<file path="src/rtl/cpu_mul_pkg.sv">
// Shared types and helpers for the RV32M multiply sequencer.
package cpu_mul_pkg;

  typedef enum logic [1:0] {
    MUL    = 2'b00,
    MULH   = 2'b01,
    MULHSU = 2'b10,
    MULHU  = 2'b11
  } mul_funct_t;

  typedef enum logic [2:0] {
    IDLE    = 3'd0,
    ISSUE   = 3'd1,
    RELEASE = 3'd2,
    FIXUP   = 3'd3,
    DONE    = 3'd4
  } mul_state_t;

  // MULHSU rides on the unsigned product and MUL's low half ignores sign.
  function automatic logic mul_signed_class(input mul_funct_t funct);
    return (funct == MULH);
  endfunction

endpackage

</file>
<file path="src/rtl/cpu_multiply_ctrl_if.sv">
// Execute-side request bus plus multiplier latch/ready bus of the sequencer.
interface cpu_multiply_ctrl_if
  import cpu_mul_pkg::*;
#(
  parameter int XLEN = 32
);
  logic              i_request;
  mul_funct_t        i_funct;
  logic [XLEN-1:0]   i_op1;
  logic [XLEN-1:0]   i_op2;
  logic              o_ready;
  logic [XLEN-1:0]   o_result;
  logic              o_mul_latch;
  logic              o_mul_signed;
  logic [XLEN-1:0]   o_mul_op1;
  logic [XLEN-1:0]   o_mul_op2;
  logic              i_mul_ready;
  logic [2*XLEN-1:0] i_mul_result;

  modport slave (
    input  i_request, i_funct, i_op1, i_op2, i_mul_ready, i_mul_result,
    output o_ready, o_result, o_mul_latch, o_mul_signed, o_mul_op1, o_mul_op2
  );

  modport master (
    output i_request, i_funct, i_op1, i_op2, i_mul_ready, i_mul_result,
    input  o_ready, o_result, o_mul_latch, o_mul_signed, o_mul_op1, o_mul_op2
  );
endinterface

</file>
<file path="src/rtl/cpu_multiply_ctrl.sv">
// Sequences RV32M multiplies onto a shared 2*XLEN multiplier, with a
// one-entry raw-product cache and a MULHSU correction cycle.
module cpu_multiply_ctrl
  import cpu_mul_pkg::*;
#(
  parameter int XLEN         = 32,
  parameter bit CACHE_ENABLE = 1'b1
) (
  input  logic                i_clock,
  input  logic                i_reset,
  cpu_multiply_ctrl_if.slave  bus
);

  mul_state_t        state_q,       state_d;
  mul_funct_t        funct_q,       funct_d;
  logic [XLEN-1:0]   op1_q,         op1_d;
  logic [XLEN-1:0]   op2_q,         op2_d;
  logic              cls_q,         cls_d;
  logic [2*XLEN-1:0] product_q,     product_d;
  logic [XLEN-1:0]   fix_hi_q,      fix_hi_d;
  logic [XLEN-1:0]   result_q,      result_d;
  logic              ready_q,       ready_d;
  logic              latch_q,       latch_d;
  logic              mul_signed_q,  mul_signed_d;
  logic [XLEN-1:0]   mul_op1_q,     mul_op1_d;
  logic [XLEN-1:0]   mul_op2_q,     mul_op2_d;
  logic              cache_valid_q, cache_valid_d;
  logic [XLEN-1:0]   cache_op1_q,   cache_op1_d;
  logic [XLEN-1:0]   cache_op2_q,   cache_op2_d;
  logic              cache_cls_q,   cache_cls_d;

  logic req_cls_s;
  logic hit_s;

  assign req_cls_s = mul_signed_class(bus.i_funct);
  assign hit_s     = (CACHE_ENABLE == 1'b1) && cache_valid_q
                     && (bus.i_op1 == cache_op1_q) && (bus.i_op2 == cache_op2_q)
                     && (req_cls_s == cache_cls_q);

  // Next-state and output decode
  always_comb begin
    state_d       = state_q;
    funct_d       = funct_q;
    op1_d         = op1_q;
    op2_d         = op2_q;
    cls_d         = cls_q;
    product_d     = product_q;
    fix_hi_d      = fix_hi_q;
    result_d      = result_q;
    ready_d       = 1'b0;
    latch_d       = 1'b0;
    mul_signed_d  = mul_signed_q;
    mul_op1_d     = mul_op1_q;
    mul_op2_d     = mul_op2_q;
    cache_valid_d = cache_valid_q;
    cache_op1_d   = cache_op1_q;
    cache_op2_d   = cache_op2_q;
    cache_cls_d   = cache_cls_q;

    case (state_q)
      IDLE: begin
        if (bus.i_request) begin
          funct_d = bus.i_funct;
          op1_d   = bus.i_op1;
          op2_d   = bus.i_op2;
          cls_d   = req_cls_s;
          if (hit_s) begin
            // A cached MULHSU still needs its correction applied.
            state_d = (bus.i_funct == MULHSU) ? FIXUP : DONE;
          end else begin
            state_d      = ISSUE;
            latch_d      = 1'b1;
            mul_signed_d = req_cls_s;
            mul_op1_d    = bus.i_op1;
            mul_op2_d    = bus.i_op2;
          end
        end else begin
          state_d = IDLE;
        end
      end
      ISSUE: begin
        if (bus.i_mul_ready) begin
          product_d     = bus.i_mul_result;
          cache_valid_d = 1'b1;
          cache_op1_d   = op1_q;
          cache_op2_d   = op2_q;
          cache_cls_d   = cls_q;
          state_d       = RELEASE;
        end else begin
          latch_d = 1'b1;
        end
      end
      RELEASE: begin
        if (!bus.i_mul_ready) begin
          state_d = (funct_q == MULHSU) ? FIXUP : DONE;
        end else begin
          state_d = RELEASE;
        end
      end
      FIXUP: begin
        if (op1_q[XLEN-1]) begin
          fix_hi_d = product_q[2*XLEN-1:XLEN] - op2_q;
        end else begin
          fix_hi_d = product_q[2*XLEN-1:XLEN];
        end
        state_d = DONE;
      end
      DONE: begin
        if (bus.i_request) begin
          ready_d = 1'b1;
          case (funct_q)
            MUL:     result_d = product_q[XLEN-1:0];
            MULHSU:  result_d = fix_hi_q;
            default: result_d = product_q[2*XLEN-1:XLEN];
          endcase
        end else begin
          state_d = IDLE;
        end
      end
      default: begin
        state_d = IDLE;
      end
    endcase
  end

  // State and datapath registers
  always_ff @(posedge i_clock or posedge i_reset) begin
    if (i_reset) begin
      state_q       <= IDLE;
      funct_q       <= MUL;
      op1_q         <= {XLEN{1'b0}};
      op2_q         <= {XLEN{1'b0}};
      cls_q         <= 1'b0;
      product_q     <= {(2*XLEN){1'b0}};
      fix_hi_q      <= {XLEN{1'b0}};
      result_q      <= {XLEN{1'b0}};
      ready_q       <= 1'b0;
      latch_q       <= 1'b0;
      mul_signed_q  <= 1'b0;
      mul_op1_q     <= {XLEN{1'b0}};
      mul_op2_q     <= {XLEN{1'b0}};
      cache_valid_q <= 1'b0;
      cache_op1_q   <= {XLEN{1'b0}};
      cache_op2_q   <= {XLEN{1'b0}};
      cache_cls_q   <= 1'b0;
    end else begin
      state_q       <= state_d;
      funct_q       <= funct_d;
      op1_q         <= op1_d;
      op2_q         <= op2_d;
      cls_q         <= cls_d;
      product_q     <= product_d;
      fix_hi_q      <= fix_hi_d;
      result_q      <= result_d;
      ready_q       <= ready_d;
      latch_q       <= latch_d;
      mul_signed_q  <= mul_signed_d;
      mul_op1_q     <= mul_op1_d;
      mul_op2_q     <= mul_op2_d;
      cache_valid_q <= cache_valid_d;
      cache_op1_q   <= cache_op1_d;
      cache_op2_q   <= cache_op2_d;
      cache_cls_q   <= cache_cls_d;
    end
  end

  assign bus.o_ready      = ready_q;
  assign bus.o_result     = result_q;
  assign bus.o_mul_latch  = latch_q;
  assign bus.o_mul_signed = mul_signed_q;
  assign bus.o_mul_op1    = mul_op1_q;
  assign bus.o_mul_op2    = mul_op2_q;

endmodule

</file>
<file path="src/flat_wrapper.sv">
// flat-port wrapper written by rule: the top's interface ports become plain ports
module cpu_multiply_ctrl_flat import cpu_mul_pkg::*;
#(
  parameter int XLEN         = 32,
  parameter bit CACHE_ENABLE = 1'b1
)
  (i_clock, i_reset, bus_i_request, bus_i_funct, bus_i_op1, bus_i_op2, bus_i_mul_ready, bus_i_mul_result, bus_o_ready, bus_o_result, bus_o_mul_latch, bus_o_mul_signed, bus_o_mul_op1, bus_o_mul_op2);
  cpu_multiply_ctrl_if #(.XLEN(XLEN)) bus_i ();
  input  logic i_clock;
  input  logic i_reset;
  input wire logic [$bits(bus_i.i_request)-1:0] bus_i_request;
  input wire logic [$bits(bus_i.i_funct)-1:0] bus_i_funct;
  input wire logic [$bits(bus_i.i_op1)-1:0] bus_i_op1;
  input wire logic [$bits(bus_i.i_op2)-1:0] bus_i_op2;
  input wire logic [$bits(bus_i.i_mul_ready)-1:0] bus_i_mul_ready;
  input wire logic [$bits(bus_i.i_mul_result)-1:0] bus_i_mul_result;
  output wire logic [$bits(bus_i.o_ready)-1:0] bus_o_ready;
  output wire logic [$bits(bus_i.o_result)-1:0] bus_o_result;
  output wire logic [$bits(bus_i.o_mul_latch)-1:0] bus_o_mul_latch;
  output wire logic [$bits(bus_i.o_mul_signed)-1:0] bus_o_mul_signed;
  output wire logic [$bits(bus_i.o_mul_op1)-1:0] bus_o_mul_op1;
  output wire logic [$bits(bus_i.o_mul_op2)-1:0] bus_o_mul_op2;
  assign bus_i.i_request = bus_i_request;
  assign bus_i.i_funct = bus_i_funct;
  assign bus_i.i_op1 = bus_i_op1;
  assign bus_i.i_op2 = bus_i_op2;
  assign bus_i.i_mul_ready = bus_i_mul_ready;
  assign bus_i.i_mul_result = bus_i_mul_result;
  assign bus_o_ready = bus_i.o_ready;
  assign bus_o_result = bus_i.o_result;
  assign bus_o_mul_latch = bus_i.o_mul_latch;
  assign bus_o_mul_signed = bus_i.o_mul_signed;
  assign bus_o_mul_op1 = bus_i.o_mul_op1;
  assign bus_o_mul_op2 = bus_i.o_mul_op2;
  cpu_multiply_ctrl #(.XLEN(XLEN), .CACHE_ENABLE(CACHE_ENABLE)) u_core (.i_clock(i_clock), .i_reset(i_reset), .bus(bus_i));
endmodule
</file>
<file path="config.mk">
export PLATFORM = sky130hd
export DESIGN_NAME = cpu_multiply_ctrl_flat
export DESIGN_NICKNAME = d
export VERILOG_FILES = /design/src/rtl/cpu_mul_pkg.sv /design/src/rtl/cpu_multiply_ctrl_if.sv /design/src/rtl/cpu_multiply_ctrl.sv /design/src/flat_wrapper.sv
export SDC_FILE = /design/constraint.sdc
export NUM_CORES = 1
export LEC_CHECK = 0
export ABC_AREA = 1
export BUFFER_PORTS_ARGS = -buffer_cell sky130_fd_sc_hd__buf_2
export CORE_MARGIN = 2
export CORE_UTILIZATION = 53
export DETAILED_ROUTE_END_ITERATION = 10
export HOLD_SLACK_MARGIN = 0.08
export MAX_ROUTING_LAYER = met4
export PLACE_DENSITY_LB_ADDON = 0.25
export SETUP_SLACK_MARGIN = 0.15
export SLEW_MARGIN = 15
export SYNTH_ARGS = -nofsm -noshare
export SYNTH_HDL_FRONTEND = slang
export SYNTH_SLANG_ARGS = --single-unit
</file>
<file path="constraint.sdc">
create_clock -name i_clock -period 9.7 [get_ports i_clock]
set_input_delay 0.97 -clock i_clock [delete_from_list [all_inputs] [get_ports i_clock]]
set_output_delay 0.97 -clock i_clock [all_outputs]
set_load 0.005 [all_outputs]
</file>
Yosys cells after proc, flatten, opt, wreduce, memory -nomap -nowiden
Cells that the tools add are included.
- add/subtract/negate cells: 1
- multiply operators: 0
- divide/modulo/power cells: 0
- $lt $le $gt $ge: 0
- equal/unequal tests: 12
- shift operators: 0
- multiplexer cells: 16
- bitwise logic cells: 1
- reductions and logical operators: 10
- operators with widths (operator ; count):
    $eq A32 B32 Y1 ; 2
    $pmux W32 S2 ; 1
    $mux W32 ; 1
    $sub A32 B32 Y32 ; 1
    $mux W3 ; 7
    $pmux W3 S5 ; 1
    $reduce_and A2 Y1 ; 4
    $eq A3 B2 Y1 const B ; 2
    $mux W1 ; 5
    $eq A2 B2 Y1 const B ; 2
    $ne A2 B2 Y1 const B ; 2
    $eq A3 B1 Y1 const B ; 1
    $eq A3 B3 Y1 const B ; 1
    $logic_and A1 B1 Y1 ; 3
    $logic_not A3 Y1 ; 1
    $reduce_and A3 Y1 ; 1
    $eq A2 B1 Y1 const B ; 1
    $logic_not A2 Y1 ; 1
    $pmux W1 S2 ; 1
    $eq A1 B1 Y1 ; 1
    $not A1 Y1 ; 1
- register bits after elaboration: 331
- bits in latches: 0
- memory bits (writable): 0
- ROM bits: 0
- input port bits: 134
- output and inout port bits: 99
- logic and storage cells: 57
- memories: 0

Depth between registers and ports, before layout
Gate-level depths: netlist of run 1.
- depth after elaboration: 7
- depth in mapped cells: 17
- mapped depth without buffers: 17

Worst setup path after synthesis of run 1
No wires, ideal clock.
- kind: input to register
- from: input port bus_i_op2[9]
- to: register u_core.mul_op1_q[0], in the netlist u_core.bus.o_mul_op1[0]
- arrival time: 2.043 ns
- path slack: 7.540 ns
- stages: 13
- buffers on the path: 2
- cells stage by stage: inv_1 > nand2_1 > nand2_1 > nor3_1 > nand4_1 > nor2_1 > nand2_1 > nor2_1 > nand2_1 > buf_2 > buf_6 > nand3_1 > nand2_1
- cells in the longest elaborated chain, start to end: 5
- ends and longest elaborated chain (item ; RTL line ; source):
    start, declared ; flat_wrapper.sv:14 ; input wire logic [$bits(bus_i.i_op2)-1:0] bus_i_op2;
    $eq A32 B32 Y1 ; cpu_multiply_ctrl.sv:37 ; && (bus.i_op1 == cache_op1_q) && (bus.i_op2 == cache_op2_q)
    $logic_and A1 B1 Y1 ; cpu_multiply_ctrl.sv:37 ;
    $logic_and A1 B1 Y1 ; cpu_multiply_ctrl.sv:38 ; && (req_cls_s == cache_cls_q);
    $not A1 Y1 (no source line) ; n/a ;
    $reduce_and A3 Y1 (no source line) ; n/a ;
    end signal, assigned ; cpu_multiply_ctrl.sv:140 ; mul_op1_q <= {XLEN{1'b0}};
    end signal, assigned ; cpu_multiply_ctrl.sv:158 ; mul_op1_q <= mul_op1_d;
    end, declared ; cpu_multiply_ctrl.sv:25 ; logic [XLEN-1:0] mul_op1_q, mul_op1_d;
No other way between the ends.
A chain may end at the register's enable or synchronous reset.

Final worst setup path of run 1
- from: input port bus_i_op1[4]
- to: register u_core.mul_op2_q[8], in the netlist u_core.bus.o_mul_op2[8]
- cells in the longest elaborated chain, start to end: 6
- ends and longest elaborated chain (item ; RTL line ; source):
    start, declared ; flat_wrapper.sv:13 ; input wire logic [$bits(bus_i.i_op1)-1:0] bus_i_op1;
    $eq A32 B32 Y1 ; cpu_multiply_ctrl.sv:37 ;
    $logic_and A1 B1 Y1 (2 in a row) ; cpu_multiply_ctrl.sv:37 ;
    $logic_and A1 B1 Y1 ; cpu_multiply_ctrl.sv:38 ;
    $not A1 Y1 (no source line) ; n/a ;
    $reduce_and A3 Y1 (no source line) ; n/a ;
    end signal, assigned ; cpu_multiply_ctrl.sv:141 ; mul_op2_q <= {XLEN{1'b0}};
    end signal, assigned ; cpu_multiply_ctrl.sv:159 ; mul_op2_q <= mul_op2_d;
    end, declared ; cpu_multiply_ctrl.sv:26 ; logic [XLEN-1:0] mul_op2_q, mul_op2_d;
No other way between the ends.

==> impl_table.tex, run 1 <==
\begin{tabular}{lr}
\hline
Metric & Value \\
\hline
\multicolumn{2}{l}{\textbf{Outcome}} \\
\quad Status & finished clean \\
\multicolumn{2}{l}{\textbf{Power}} \\
\quad Pwr dens & 358.4 nW/µm² \\
\quad Sw Ratio & between 40\% and 50\% \\
\quad Part of the total power dissipated in combinational logic & 46.4\% \\
\quad Switching power & about 3100 µW \\
\quad Relative contribution of the clock network to total power & roughly a fifth \\
\quad Leak & 0.01029 µW \\
\quad Sequential Power Share & 34.7\% \\
\quad Maximum ir drop on the vdd rail & 0.1905 mV \\
\quad Pint & just under 4000 µW \\
\multicolumn{2}{l}{\textbf{Job}} \\
\quad Number of maximum-capacitance violations & 0 \\
\multicolumn{2}{l}{\textbf{Clock network}} \\
\quad CTS H-Tree Depth & 2 \\
\quad Clk sink count & between 300 and 400 \\
\quad Post-CTS clock slew at the launch and capture registers of the worst setup and hold paths & 0.06 ns \\
\quad Number of cells upsized or downsized after cts & 0 \\
\quad Maximum clock insertion buffer count & 3 \\
\quad Number of setup buffers added after CTS & 0 \\
\quad Total CTS buffers & 36 \\
\quad Clock tree from TritonCTS & done \\
\quad Clock root buffer & sky130\_fd\_sc\_hd\_\_clkbuf\_16 \\
\quad Quantity of hold-fixing buffers added after cts & 0 \\
\quad Clock insertion delay at the later pin of the skew report & roughly 0.54 ns \\
\multicolumn{2}{l}{\textbf{Synthesis}} \\
\quad Summed instance area of the synthesized netlist & roughly 17,000 µm² \\
\quad Total of warnings raised by yosys & 0 \\
\quad Share of async-settable or async-resettable flops after synthesis & 100.0\% \\
\quad Number of synthesized flops with an enable pin & 0 \\
\quad Post-synthesis cell count & roughly 2,200 \\
\quad Post-synthesis area per instance & between 7 and 8 µm² \\
\quad Number of distinct library cells after synthesis & 32 \\
\quad Leading cell type by number of instances after synthesis & sky130\_fd\_sc\_hd\_\_nand2\_1 \\
\quad Number of synthesized register bits & about 330 \\
\quad Synthesized net count & about 2,400 \\
\quad Ranking of synthesized cells by instance count & sky130\_fd\_sc\_hd\_\_nand2\_1 (734), sky130\_fd\_sc\_hd\_\_dfrtp\_1 (331), sky130\_fd\_sc\_hd\_\_inv\_1 (303), sky130\_fd\_sc\_hd\_\_o21ai\_0 (279), sky130\_fd\_sc\_hd\_\_nor2\_1 (120) \\
\quad Leading post-synthesis cells by cell area & sky130\_fd\_sc\_hd\_\_dfrtp\_1 (49\%), sky130\_fd\_sc\_hd\_\_nand2\_1 (16\%), sky130\_fd\_sc\_hd\_\_o21ai\_0 (8.3\%) \\
\quad Area share of the largest cell type after synthesis & between 40\% and 50\% \\
\quad Register area share after synthesis & 49.24\% \\
\quad Cell type with the highest aggregate area in the netlist & sky130\_fd\_sc\_hd\_\_dfrtp\_1 \\
\quad Top\_reg\_cell synth & sky130\_fd\_sc\_hd\_\_dfrtp\_1 \\
\multicolumn{2}{l}{\textbf{Global route}} \\
\quad Total global routing overflow & 0 \\
\quad Antenna violations before repair & 2 \\
\quad Number of global-route vias before repair & 14,810 \\
\quad Global-route total usage across every layer & between 30\% and 40\% \\
\quad Pin count of the biggest net entering global routing & 230 \\
\quad Wire length of the first global-routing pass & approximately 78,000 µm \\
\multicolumn{2}{l}{\textbf{Worst setup path}} \\
\quad Worst setup path endpoint & u\_core.bus.o\_mul\_op2[8] \\
\quad Startpoint of the most critical register-to-register path & u\_core.cache\_op1\_q[4] \\
\quad Required time of the worst setup path & around 10 ns \\
\quad Worst reg2reg path endpoint & u\_core.bus.o\_mul\_op2[8] \\
\quad Worst setup slack for register-to-register paths & 6.96 ns \\
\quad Crit path launch type & input port \\
\quad Beginning of the critical path & bus\_i\_op1[4] \\
\quad Count of cells along the worst register-to-register path & 10 \\
\quad Nature of the critical path endpoint & flop \\
\quad Largest fanout on the critical path & 53 \\
\quad Crit Path Class & in -> reg \\
\quad Crit path arrival time & 3.38 ns \\
\multicolumn{2}{l}{\textbf{Floorplan}} \\
\quad Top Ports & between 200 and 250 \\
\quad Core Box Area & 31,390 µm² \\
\quad Number of placement rows & 65 \\
\quad Die Span X & 182.2 µm \\
\quad Die boundary height & $\sim$180 µm \\
\quad Die Footprint & $\sim$33,000 µm² \\
\quad Effective utilization at floorplan & a little over half \\
\multicolumn{2}{l}{\textbf{Timing}} \\
\quad Total negative setup slack & 0 ns \\
\quad Unrepaired setup endpoints after global routing & no \\
\quad Worst clock skew on the final layout & around 0.023 ns \\
\quad Final setup violating endpoints & 0 \\
\quad Hold\_ws & about 0.47 ns \\
\quad Hold violation total from the final report & 0 \\
\quad Headroom to the max-slew limit & roughly a quarter \\
\quad Minimum clock period after layout & 2.921 ns \\
\quad Final Cycle Share & a little under a third \\
\quad Worst-margin pin slew & between 1 and 1.5 ns \\
\quad Maximum operating frequency & about 340 MHz \\
\quad Pins over their slew limit & 0 \\
\multicolumn{2}{l}{\textbf{Drt}} \\
\quad Number of nets with antenna violations after detailed routing & 0 \\
\quad Per-cell routed wire length & roughly 17 µm \\
\quad Drt first pass iters & 7 \\
\quad Number of vias after detailed routing & roughly 15,000 \\
\quad \# DRC & 0 \\
\quad Total length of routed wires & roughly 48,000 µm \\
\quad Drt first-iter violations & about 1,100 \\
\quad Via density per instance & between 5 and 6 \\
\multicolumn{2}{l}{\textbf{Cells and area}} \\
\quad Count of filler cells inserted in the layout & approximately 2,900 \\
\quad Area delta synth->final & 15.00\% \\
\quad Post-route insts no fill & 2,847 \\
\quad Area taken by multi-input logic gates & 6957 µm² \\
\quad Proportion of layout cells with a drive suffix above 1 & 12.94\% \\
\quad Register area & roughly 8300 µm² \\
\quad Count of nets after finishing & between 2,000 and 3,000 \\
\multicolumn{2}{l}{\textbf{Placement}} \\
\quad Hpwl dp & between 30,000 and 40,000 µm \\
\quad Port-buffer cells & between 200 and 250 \\
\quad Gpl congestion & $\sim$0.96 \\
\quad Placed Cells & 2,783 \\
\multicolumn{2}{l}{\textbf{Worst hold path}} \\
\quad Worst hold path startpoint & u\_core.bus.o\_mul\_op1[29] \\
\quad Depth of the worst hold-timing path & 2 \\
\quad Tightest Hold Check Type & reg -> reg \\
\hline
\end{tabular}
-- power by group through the flow --
stage / Sequential [µW] / Clock (µW) / Combinational, µW
2_1_floorplan: 2320 / 0 / 2250
3_3_place_gp: 2390 / 0 / 3140
3_5_place_dp: 2410 / 0 / 3220
4_1_cts: 2400 / 1330 / 3240
5_1_grt: 2470 / 1390 / 3690
6_report: 2400 / 1310 / 3220
-- worst max-delay path, stage by stage --
cell and delay [ns]:
sky130_fd_sc_hd__buf_2 0.12, sky130_fd_sc_hd__xnor2_1 0.45, sky130_fd_sc_hd__nand3_1 0.13, sky130_fd_sc_hd__nor2_1 0.26, sky130_fd_sc_hd__nand3_1 0.14, sky130_fd_sc_hd__nor2_1 0.15, sky130_fd_sc_hd__nand2_2 0.09, sky130_fd_sc_hd__nand2_2 0.24
sky130_fd_sc_hd__buf_4 0.54, sky130_fd_sc_hd__nand2_1 0.12, sky130_fd_sc_hd__nand2_1 0.10
-- flip-flops by register name, summed over array words and instances, names as in the netlist --
name / count
u_core.bus.o_mul_op2: 32
u_core.bus.o_mul_signed: 1
u_core.cache_cls_q: 1
u_core.cache_op2_q: 32
u_core.bus.o_mul_op1: 32
u_core.fix_hi_q: 32
u_core.cls_q: 1
u_core.bus.o_result: 32
u_core.product_q: 64
u_core.bus.o_ready: 1
u_core.state_q: 3
u_core.bus.o_mul_latch: 1
u_core.op1_q: 32
u_core.funct_q: 2
u_core.cache_valid_q: 1
u_core.cache_op1_q: 32
u_core.op2_q: 32
-- cells in the final DEF (no fill, tap or decap), drive strengths merged --
cell and count:
a21o 3, a21oi 81, a221oi 12, a31oi 1, buf 245, clkbuf 53, clkinv 7, clkinvlp 2
dfrtp 331, diode 3, fa 1, ha 31, inv 310, nand2 735, nand3 113, nand3b 3
nand4 25, nor2 121, nor3 20, nor3b 3, o211ai 3, o21a 1, o21ai 279, o21bai 4
o22ai 24, or2 2, xnor2 13, xor2 19
-- metrics by stage --
step / power, µW / utilization, % / instance area (µm²) / worst slack, ns
floorplan: 4570 / - / 16830 / 4.309
global placement: 5533 / 58.01 / 18210 / 6.317
detailed placement: 5626 / 58.01 / 18210 / 6.269
CTS: 6964 / 61.60 / 19340 / 6.790
global route: 7561 / 61.62 / 19340 / 6.746
finish: 6934 / 61.63 / 19350 / 6.779
-- final cells by class --
cell class	instances	area share (%)
antenna	3	0.03880
clock buffer	53	5.407
clock inverter	8	0.4269
inverter	311	6.054
multi-input combinational	1494	35.96
sequential	331	42.81
tap	402	2.600
timing repair buffer	245	6.700
-- per-layer routing --
metal  share of wire, %  vias up  routed length (µm)  track usage [%]
met4                3.5        0                1704            11.03
met3                5.2      108                2514            4.031
li1                   -     7441                   -                -
met5                  0        -                   0                -
met2                 48      466               23170            49.53
met1                 43     7167               20700            38.77
-- how the worst min path moves through the flow --
stage | endpoint | slack [ns]
after global routing | u_core.bus.o_mul_op2[10] | 0.49
after floorplan | u_core.op1_q[16] | 0.45
final | u_core.bus.o_mul_op1[29] | 0.47
after global placement | u_core.bus.o_mul_signed | 0.45
after CTS | u_core.bus.o_mul_op2[15] | 0.47
after detailed placement | u_core.bus.o_mul_op2[15] | 0.45
-- cells by family after synthesis --
logic type	synth area share (%)
xor+xnor	1.666
simple gates	24.39
buf+inv	9.528
compound gates	12.76
fa+ha+maj	2.425
flops	49.24
Power figures use the tool's default switching activity.
==> run 2: changes to the inputs <==
--- a/config.mk
+++ b/config.mk
@@ -8,7 +8,7 @@
 export ABC_AREA = 1
 export BUFFER_PORTS_ARGS = -buffer_cell sky130_fd_sc_hd__buf_2
 export CORE_MARGIN = 2
-export CORE_UTILIZATION = 53
+export CORE_UTILIZATION = 58
 export DETAILED_ROUTE_END_ITERATION = 10
 export HOLD_SLACK_MARGIN = 0.08
 export MAX_ROUTING_LAYER = met4
==> constraint.sdc (replaced) <==
create_clock -name i_clock -period 2.9 [get_ports i_clock]
set_input_delay 0.29 -clock i_clock [delete_from_list [all_inputs] [get_ports i_clock]]
set_output_delay 0.29 -clock i_clock [all_outputs]
set_load 0.005 [all_outputs]
==> run 2 against run 1 <==
  * Final cell count is 4.3% higher
  * First-iteration DRC count is 6.8% higher
  * Global-route usage is 5.7 points higher
  * Final area is 7.7% higher
==> impl_table.tex, run 2 (same netlist as run 1, synthesis figures left out) <==
\begin{tabular}{lr}
\hline
Metric & Value \\
\hline
\multicolumn{2}{l}{\textbf{Clock network}} \\
\quad Number of cells upsized or downsized after cts & 0 \\
\quad Clk sink count & roughly 330 \\
\quad Quantity of hold-fixing buffers added after cts & 127 \\
\quad Total CTS buffers & 36 \\
\quad Clock tree from TritonCTS & done \\
\quad Maximum clock insertion buffer count & 3 \\
\quad Clock root buffer & sky130\_fd\_sc\_hd\_\_clkbuf\_16 \\
\quad Post-CTS clock slew at the launch and capture registers of the worst setup and hold paths & 0.06 ns \\
\quad Clock insertion delay at the later pin of the skew report & roughly 0.54 ns \\
\quad Number of setup buffers added after CTS & 0 \\
\quad CTS H-Tree Depth & 2 \\
\multicolumn{2}{l}{\textbf{Drt}} \\
\quad Detailed route wirelength on metal2 & approximately 26,000 µm \\
\quad Total length of routed wires & 52,920 µm \\
\quad Drt first pass iters & 7 \\
\quad Drt first-iter violations & between 1,000 and 1,500 \\
\quad Number of vias after detailed routing & $\sim$16,000 \\
\quad \# DRC & 0 \\
\quad Per-cell routed wire length & between 15 and 20 µm \\
\quad Routed wl met3 & between 3000 and 4000 µm \\
\quad DRT met1 WL & around 21,000 µm \\
\quad Via density per instance & $\sim$5.5 \\
\quad Highest signal layer in the routed design & met4 \\
\quad Number of nets with antenna violations after detailed routing & 0 \\
\multicolumn{2}{l}{\textbf{Floorplan}} \\
\quad Die boundary height & approximately 170 µm \\
\quad Die Footprint & just over 30,000 µm² \\
\quad Core Box Area & roughly 29,000 µm² \\
\quad Effective utilization at floorplan & between 50\% and 60\% \\
\quad Top Ports & 233 \\
\quad Number of placement rows & just over 60 \\
\quad Die Span X & about 170 µm \\
\multicolumn{2}{l}{\textbf{Cells and area}} \\
\quad Proportion of layout cells with a drive suffix above 1 & roughly an eighth \\
\quad Commonest non-fill, non-tap cell in the layout & sky130\_fd\_sc\_hd\_\_nand2\_1 \\
\quad Area delta synth->final & 23.84\% \\
\quad Final Instance Area & between 20,000 and 25,000 µm² \\
\quad Antenna cell count & 0 \\
\quad Count of nets after finishing & 2,724 \\
\quad Highest-count cells in the layout ignoring fill and taps & sky130\_fd\_sc\_hd\_\_nand2\_1 (732), sky130\_fd\_sc\_hd\_\_dfrtp\_1 (331), sky130\_fd\_sc\_hd\_\_inv\_1 (302) \\
\quad Largest reg by FF count & u\_core.product\_q \\
\quad Count of filler cells inserted in the layout & about 2,200 \\
\quad Register area & between 8000 and 9000 µm² \\
\quad Flip-flop count of the largest register after layout & 64 \\
\quad Area taken by multi-input logic gates & around 7000 µm² \\
\multicolumn{2}{l}{\textbf{Worst setup path}} \\
\quad Beginning of the critical path & u\_core.product\_q[32] \\
\quad Largest fanout on the critical path & 4 \\
\quad Nature of the critical path endpoint & flop \\
\quad Startpoint of the most critical register-to-register path & u\_core.product\_q[32] \\
\quad Worst reg2reg path endpoint & u\_core.fix\_hi\_q[14] \\
\quad Count of cells along the worst register-to-register path & 13 \\
\quad Crit path arrival time & around 2.8 ns \\
\quad Worst setup path endpoint & u\_core.fix\_hi\_q[14] \\
\quad Worst setup slack for register-to-register paths & 0.54 ns \\
\quad Crit path launch type & flop \\
\quad Crit Path Class & reg -> reg \\
\quad Required time of the worst setup path & 3.30 ns \\
\multicolumn{2}{l}{\textbf{Global route}} \\
\quad Pin count of the biggest net entering global routing & 230 \\
\quad Wire length of the first global-routing pass & between 80,000 and 90,000 µm \\
\quad Global-route total usage across every layer & $\sim$36\% \\
\quad Total global routing overflow & 0 \\
\quad Antenna violations before repair & 0 \\
\quad Number of global-route vias before repair & between 15,000 and 20,000 \\
\multicolumn{2}{l}{\textbf{Placement}} \\
\quad Total placed instance area & between 15,000 and 20,000 µm² \\
\quad Hpwl dp & roughly 36,000 µm \\
\quad Port-buffer cells & 232 \\
\quad Gpl congestion & 0.9584 \\
\multicolumn{2}{l}{\textbf{Power}} \\
\quad Leak & 0.01095 µW \\
\quad Maximum ir drop on the vdd rail & $\sim$0.73 mV \\
\quad Pwr dens & 1157 nW/µm² \\
\quad Post-route total power & around 24,000 µW \\
\multicolumn{2}{l}{\textbf{Timing}} \\
\quad Hold\_ws & roughly 0.094 ns \\
\quad Worst-margin pin slew & 1.064 ns \\
\quad Headroom to the max-slew limit & roughly 29\% \\
\quad Unrepaired setup endpoints after global routing & no \\
\quad Hold violation total from the final report & 0 \\
\quad Final Cycle Share & $\sim$82\% \\
\quad Final setup violating endpoints & 0 \\
\quad Maximum operating frequency & 423.0 MHz \\
\quad Worst clock skew on the final layout & roughly 0.027 ns \\
\quad Pins over their slew limit & 0 \\
\quad Minimum clock period after layout & between 2 and 2.5 ns \\
\multicolumn{2}{l}{\textbf{Outcome}} \\
\quad Status & finished clean \\
\multicolumn{2}{l}{\textbf{Job}} \\
\quad Number of maximum-capacitance violations & 0 \\
\multicolumn{2}{l}{\textbf{Worst hold path}} \\
\quad Tightest Hold Check Type & in -> reg \\
\hline
\end{tabular}
run 2: cell types whose count changed in the layout (fill, tap and decap cells not counted), moves of 3 or more:
| cell | before | now |
|---|---|---|
| sky130_fd_sc_hd__buf_12 | 3 | 6 |
| sky130_fd_sc_hd__buf_4 | 10 | 19 |
| sky130_fd_sc_hd__bufinv_16 | 0 | 5 |
| sky130_fd_sc_hd__diode_2 | 3 | 0 |
| sky130_fd_sc_hd__dlygate4sd3_1 | 0 | 127 |
run 2: layer usage:
layer | GRT usage, % | vias up
li1 | - | 7716
met1 | 44.54 | 7714
met2 | 59.52 | 677
met3 | 4.549 | 164
met4 | 15.51 | 0
met5 | - | -
run 2: stage by stage:
step	setup TNS (ns)	setup WS, ns	cells	utilization, %
floorplan	-599.33	-1.811	2230	-
global placement	0	0.6159	2777	63.97
detailed placement	0	0.5820	2777	63.97
CTS	0	0.5523	2970	72.78
global route	0	0.3304	2970	72.78
finish	0	0.5357	2970	72.78
run 2: worst min-delay path by stage:
stage,cells after the start,endpoint,from
after floorplan,2,u_core.op1_q[16],bus_i_op1[16]
after global placement,2,u_core.product_q[4],i_reset
after detailed placement,2,u_core.product_q[4],i_reset
after CTS,3,u_core.bus.o_mul_op2[16],bus_i_op2[16]
after global routing,3,u_core.bus.o_mul_op1[22],bus_i_op1[22]
final,3,u_core.bus.o_mul_op2[16],bus_i_op2[16]
run 2: area by class of cell:
| class | count | share of cell area (%) |
|---|---|---|
| inverter | 311 | 5.622 |
| timing repair buffer | 384 | 12.94 |
| multi-input combinational | 1494 | 33.38 |
| clock inverter | 18 | 1.261 |
| clock buffer | 48 | 4.733 |
| tap | 384 | 2.306 |
| sequential | 331 | 39.76 |
run 2: critical path: stages (launching register included):
cell and delay, ns:
sky130_fd_sc_hd__dfrtp_1 0.40, sky130_fd_sc_hd__inv_1 0.09, sky130_fd_sc_hd__ha_1 0.14, sky130_fd_sc_hd__inv_1 0.06
sky130_fd_sc_hd__fa_1 0.44, sky130_fd_sc_hd__nand3_1 0.10, sky130_fd_sc_hd__nand2_1 0.14, sky130_fd_sc_hd__nand2_1 0.09
sky130_fd_sc_hd__nand2_1 0.11, sky130_fd_sc_hd__nand3_1 0.11, sky130_fd_sc_hd__nand2_1 0.15, sky130_fd_sc_hd__xor2_1 0.17
sky130_fd_sc_hd__o21ai_0 0.14, sky130_fd_sc_hd__o21ai_0 0.12
run 2: power by group:
group	internal (µW)	leakage [µW]	switching (µW)	total (µW)
Clock	2880	0.000602	1980	4860
Sequential	6750	0.00414	1290	8040
Combinational	3830	0.00620	7380	11200
==> run 3: changes to the inputs <==
--- a/config.mk
+++ b/config.mk
@@ -5,10 +5,10 @@
 export SDC_FILE = /design/constraint.sdc
 export NUM_CORES = 1
 export LEC_CHECK = 0
-export ABC_AREA = 1
+export ABC_AREA = 0
 export BUFFER_PORTS_ARGS = -buffer_cell sky130_fd_sc_hd__buf_2
 export CORE_MARGIN = 2
-export CORE_UTILIZATION = 58
+export CORE_UTILIZATION = 52
 export DETAILED_ROUTE_END_ITERATION = 10
 export HOLD_SLACK_MARGIN = 0.08
 export MAX_ROUTING_LAYER = met4
==> constraint.sdc (replaced) <==
create_clock -name i_clock -period 2 [get_ports i_clock]
set_input_delay 0.2 -clock i_clock [delete_from_list [all_inputs] [get_ports i_clock]]
set_output_delay 0.2 -clock i_clock [all_outputs]
set_load 0.005 [all_outputs]
==> run 3 against run 2 <==
  * Total power up 74%
  * Critical path type unchanged
  * Sequential power up 50%
  * Register-to-register slack worse by 1.1 ns
  * Area after synthesis down 5.7%
  * Combinational power up 100%
  * Worst hold slack better by 0.074 ns
  * The run now ends with negative setup slack left
==> impl_table.tex, run 3 <==
\begin{tabular}{lr}
\hline
Metric & Value \\
\hline
\multicolumn{2}{l}{\textbf{Outcome}} \\
\quad Status & finished with violations \\
\quad Violations in the final reports & negative setup slack \\
\multicolumn{2}{l}{\textbf{Cells and area}} \\
\quad Flip-flop count of the largest register after layout & 64 \\
\quad Area taken by multi-input logic gates & 7528 µm² \\
\quad Highest-count cells in the layout ignoring fill and taps & sky130\_fd\_sc\_hd\_\_dfrtp\_1 (329), sky130\_fd\_sc\_hd\_\_buf\_2 (232), sky130\_fd\_sc\_hd\_\_nand2\_1 (230) \\
\quad Count of nets after finishing & between 2,000 and 2,500 \\
\quad Proportion of layout cells with a drive suffix above 1 & approximately two fifths \\
\quad Post-route insts no fill & 2,464 \\
\quad Largest reg by FF count & u\_core.product\_q \\
\quad Count of filler cells inserted in the layout & just under 2,000 \\
\quad Register area & about 8300 µm² \\
\quad Commonest non-fill, non-tap cell in the layout & sky130\_fd\_sc\_hd\_\_dfrtp\_1 \\
\quad Area delta synth->final & 42.49\% \\
\multicolumn{2}{l}{\textbf{Clock network}} \\
\quad Clock insertion delay at the later pin of the skew report & around 0.53 ns \\
\quad Clock root buffer & sky130\_fd\_sc\_hd\_\_clkbuf\_16 \\
\quad Total CTS buffers & 37 \\
\quad Clk sink count & approximately 330 \\
\quad Maximum clock insertion buffer count & 3 \\
\quad CTS H-Tree Depth & 2 \\
\quad Post-CTS clock slew at the launch and capture registers of the worst setup and hold paths & roughly 0.06 ns \\
\quad Clock tree from TritonCTS & done \\
\multicolumn{2}{l}{\textbf{Worst setup path}} \\
\quad Slowest Stage Delay on Critical Path & around 0.36 ns \\
\quad Nature of the critical path endpoint & flop \\
\quad Slowest cell on the critical path & sky130\_fd\_sc\_hd\_\_nor4b\_4 \\
\quad Worst setup slack for register-to-register paths & -0.58 ns \\
\quad Crit Path Class & reg -> reg \\
\quad Crit path launch type & flop \\
\quad List of cells traversed by the critical path & inv\_2, buf\_4, a221oi\_4, nand4\_1, nor4\_4, nor4b\_4, nor2\_4, buf\_12, buf\_16, mux2\_2 \\
\quad Crit path arrival time & between 2 and 3 ns \\
\quad Count of cells along the worst register-to-register path & 10 \\
\quad Required time of the worst setup path & 2.41 ns \\
\quad Worst reg2reg path endpoint & u\_core.bus.o\_mul\_op2[28] \\
\quad Largest fanout on the critical path & 6 \\
\quad Startpoint of the most critical register-to-register path & u\_core.cache\_op1\_q[22] \\
\multicolumn{2}{l}{\textbf{Power}} \\
\quad Switching power & 15,910 µW \\
\quad Part of the total power dissipated in combinational logic & between 50\% and 60\% \\
\quad Sequential Power Share & between 20 and 30\% \\
\quad Pint & between 20,000 and 30,000 µW \\
\quad Pwr dens & 1851 nW/µm² \\
\quad Leak & roughly 0.011 µW \\
\quad Relative contribution of the clock network to total power & between 10\% and 20\% \\
\quad Sw Ratio & a little under two fifths \\
\quad Maximum ir drop on the vdd rail & roughly 0.91 mV \\
\multicolumn{2}{l}{\textbf{Floorplan}} \\
\quad Die Footprint & 31,910 µm² \\
\quad Top Ports & 233 \\
\quad Number of placement rows & 63 \\
\quad Die Span X & between 150 and 200 µm \\
\quad Core Box Area & between 20,000 and 30,000 µm² \\
\quad Die boundary height & 178.6 µm \\
\quad Effective utilization at floorplan & 53.22\% \\
\multicolumn{2}{l}{\textbf{Worst hold path}} \\
\quad Tightest Hold Check Type & in -> async \\
\multicolumn{2}{l}{\textbf{Timing}} \\
\quad Final setup violating endpoints & between 90 and 100 \\
\quad Hold violation total from the final report & 0 \\
\quad Minimum clock period after layout & approximately 2.6 ns \\
\quad Worst-margin pin slew & between 0.6 and 0.7 ns \\
\quad Worst clock skew on the final layout & roughly 0.02 ns \\
\quad Headroom to the max-slew limit & between 50\% and 60\% \\
\quad Final Cycle Share & 128.9\% \\
\quad Maximum operating frequency & between 300 and 400 MHz \\
\quad Pins over their slew limit & 0 \\
\quad Final setup slack of the worst path & -0.5773 ns \\
\quad Hold\_ws & roughly 0.17 ns \\
\quad Unrepaired setup endpoints after global routing & yes \\
\multicolumn{2}{l}{\textbf{Synthesis}} \\
\quad Share of async-settable or async-resettable flops after synthesis & between 90\% and 100\% \\
\quad Number of synthesized register bits & about 330 \\
\quad Post-synthesis cell count & 1,462 \\
\quad Register area share after synthesis & a little over half \\
\quad Summed instance area of the synthesized netlist & $\sim$16,000 µm² \\
\quad Post-synthesis area per instance & 10.85 µm² \\
\quad Number of distinct library cells after synthesis & slightly above 60 \\
\quad Leading cell type by number of instances after synthesis & sky130\_fd\_sc\_hd\_\_dfrtp\_1 \\
\quad Total of warnings raised by yosys & 0 \\
\quad Number of synthesized flops with an enable pin & 0 \\
\quad Leading post-synthesis cells by cell area & sky130\_fd\_sc\_hd\_\_dfrtp\_1 (52\%), sky130\_fd\_sc\_hd\_\_mux2\_2 (8.9\%), sky130\_fd\_sc\_hd\_\_nand2\_1 (5.5\%) \\
\quad Area share of the largest cell type after synthesis & 52.23\% \\
\quad Synthesized net count & approximately 1,600 \\
\quad Cell type with the highest aggregate area in the netlist & sky130\_fd\_sc\_hd\_\_dfrtp\_1 \\
\quad Top\_reg\_cell synth & sky130\_fd\_sc\_hd\_\_dfrtp\_1 \\
\quad Ranking of synthesized cells by instance count & sky130\_fd\_sc\_hd\_\_dfrtp\_1 (331), sky130\_fd\_sc\_hd\_\_nand2\_1 (233), sky130\_fd\_sc\_hd\_\_o21ai\_0 (131), sky130\_fd\_sc\_hd\_\_mux2\_2 (126), sky130\_fd\_sc\_hd\_\_a21oi\_1 (79) \\
\multicolumn{2}{l}{\textbf{Global route}} \\
\quad Antenna violations before repair & 2 \\
\quad Number of global-route vias before repair & $\sim$14,000 \\
\quad Wire length of the first global-routing pass & 76,450 µm \\
\quad Global-route total usage across every layer & a little under a third \\
\quad Pin count of the biggest net entering global routing & 99 \\
\quad Total global routing overflow & 0 \\
\multicolumn{2}{l}{\textbf{Placement}} \\
\quad Placed Cells & $\sim$2,200 \\
\quad Gpl congestion & 0.9234 \\
\quad Port-buffer cells & 232 \\
\quad Hpwl dp & about 32,000 µm \\
\multicolumn{2}{l}{\textbf{Drt}} \\
\quad Number of nets with antenna violations after detailed routing & 0 \\
\quad Drt first-iter violations & 914 \\
\quad Drt first pass iters & 6 \\
\quad Total length of routed wires & roughly 50,000 µm \\
\quad Number of vias after detailed routing & between 10,000 and 15,000 \\
\quad Per-cell routed wire length & a little over 20 µm \\
\quad Via density per instance & roughly 5.5 \\
\quad \# DRC & 0 \\
\multicolumn{2}{l}{\textbf{Job}} \\
\quad Number of maximum-capacitance violations & 0 \\
\hline
\end{tabular}
## run 3: cell count changes after synthesis, sizes merged, moves of 12 or more
cell / delta
xor2: +22
nand2: -502
inv: -250
o22ai: -19
nand3: -105
o21ai: -147
nor2: -66
nor4: +12
mux2: +176
nor3: -13
mux2i: +47
xnor2: +19
## run 3: metrics by stage
step / TNS, ns / instance area [µm²] / setup slack [ns] / utilization [%] / total power [µW]
3_5_place_dp: -61.01 / 19240 / -0.7910 / 64.56 / 31670
2_1_floorplan: -880.83 / 16040 / -2.621 / - / 23580
6_report: -46.59 / 22600 / -0.5773 / 75.84 / 41830
4_1_cts: -42.91 / 22320 / -0.5451 / 74.90 / 40650
5_1_grt: -56.40 / 22600 / -0.6750 / 75.84 / 44330
3_3_place_gp: -52.88 / 19240 / -0.6863 / 64.56 / 31090
## run 3: how the worst max path moves through the flow
| stage | to | slack, ns | depth (start not counted) | start |
|---|---|---|---|---|
| after global routing | u_core.bus.o_mul_op2[28] | -0.67 | 10 | u_core.cache_op1_q[22] |
| after CTS | u_core.bus.o_mul_op1[11] | -0.55 | 8 | u_core.cache_op1_q[7] |
| after floorplan | u_core.bus.o_mul_latch | -2.62 | 1 | i_reset |
| after global placement | u_core.bus.o_mul_op1[20] | -0.69 | 9 | u_core.cache_op1_q[13] |
| after detailed placement | u_core.bus.o_mul_op1[15] | -0.79 | 9 | u_core.cache_op1_q[13] |
| final | u_core.bus.o_mul_op2[28] | -0.58 | 10 | u_core.cache_op1_q[22] |
## run 3: final cells by class
type,instances,area share (%)
Tap cell,390,2.159
Sequential cell,331,36.66
Timing Repair Buffer,626,21.24
Inverter,60,1.013
Clock buffer,53,4.717
Antenna cell,2,0.02215
Clock inverter,13,0.8637
Multi-Input combinational cell,989,33.31
## run 3: critical path: cells and delay by family, from the launching register on
family | cells | cell delay (ns)
buffers and inverters | 4 | 0.48
muxes | 1 | 0.27
AOI/OAI and AO/OA | 1 | 0.29
and+or+nand+nor | 4 | 1.07
DFF | 1 | 0.35
## run 3: logic make-up after synthesis
| logic type | after synthesis | share of synthesized area [%] |
|---|---|---|
| AO/OA/AOI/OAI | 282 | 10.23 |
| XOR/XNOR | 73 | 4.032 |
| adder cells (fa/ha/maj) | 32 | 2.572 |
| buffers and inverters | 142 | 3.661 |
| flip-flops | 331 | 52.23 |
| multiplexers | 223 | 16.65 |
| AND/OR/NAND/NOR | 379 | 10.64 |
## run 3: power groups by stage
stage | clock network, µW | logic (µW) | registers, µW
2_1_floorplan | 0 | 12000 | 11600
3_3_place_gp | 0 | 19300 | 11800
6_report | 7050 | 22700 | 12100
3_5_place_dp | 0 | 19700 | 12000
4_1_cts | 7110 | 21600 | 11900
5_1_grt | 7420 | 24500 | 12400
## run 3: repair_timing
action / 4_1_cts / 5_1_grt
endpoints found under the hold margin: 398 / 0
pin swaps: 36 / 20
hold buffers: 134 / 0
endpoints found under the setup margin: 97 / 121
cloned: 1 / 2
resized for setup: 76 / 30
setup buffers: 14 / 12
## run 3: metal layers
layer	vias up	GRT usage [%]	wire [µm]
li1	6220	-	-
met3	106	5.179	2996
met2	521	52.67	24530
met1	6825	40.35	20810
met5	-	-	0
met4	0	10.91	1655
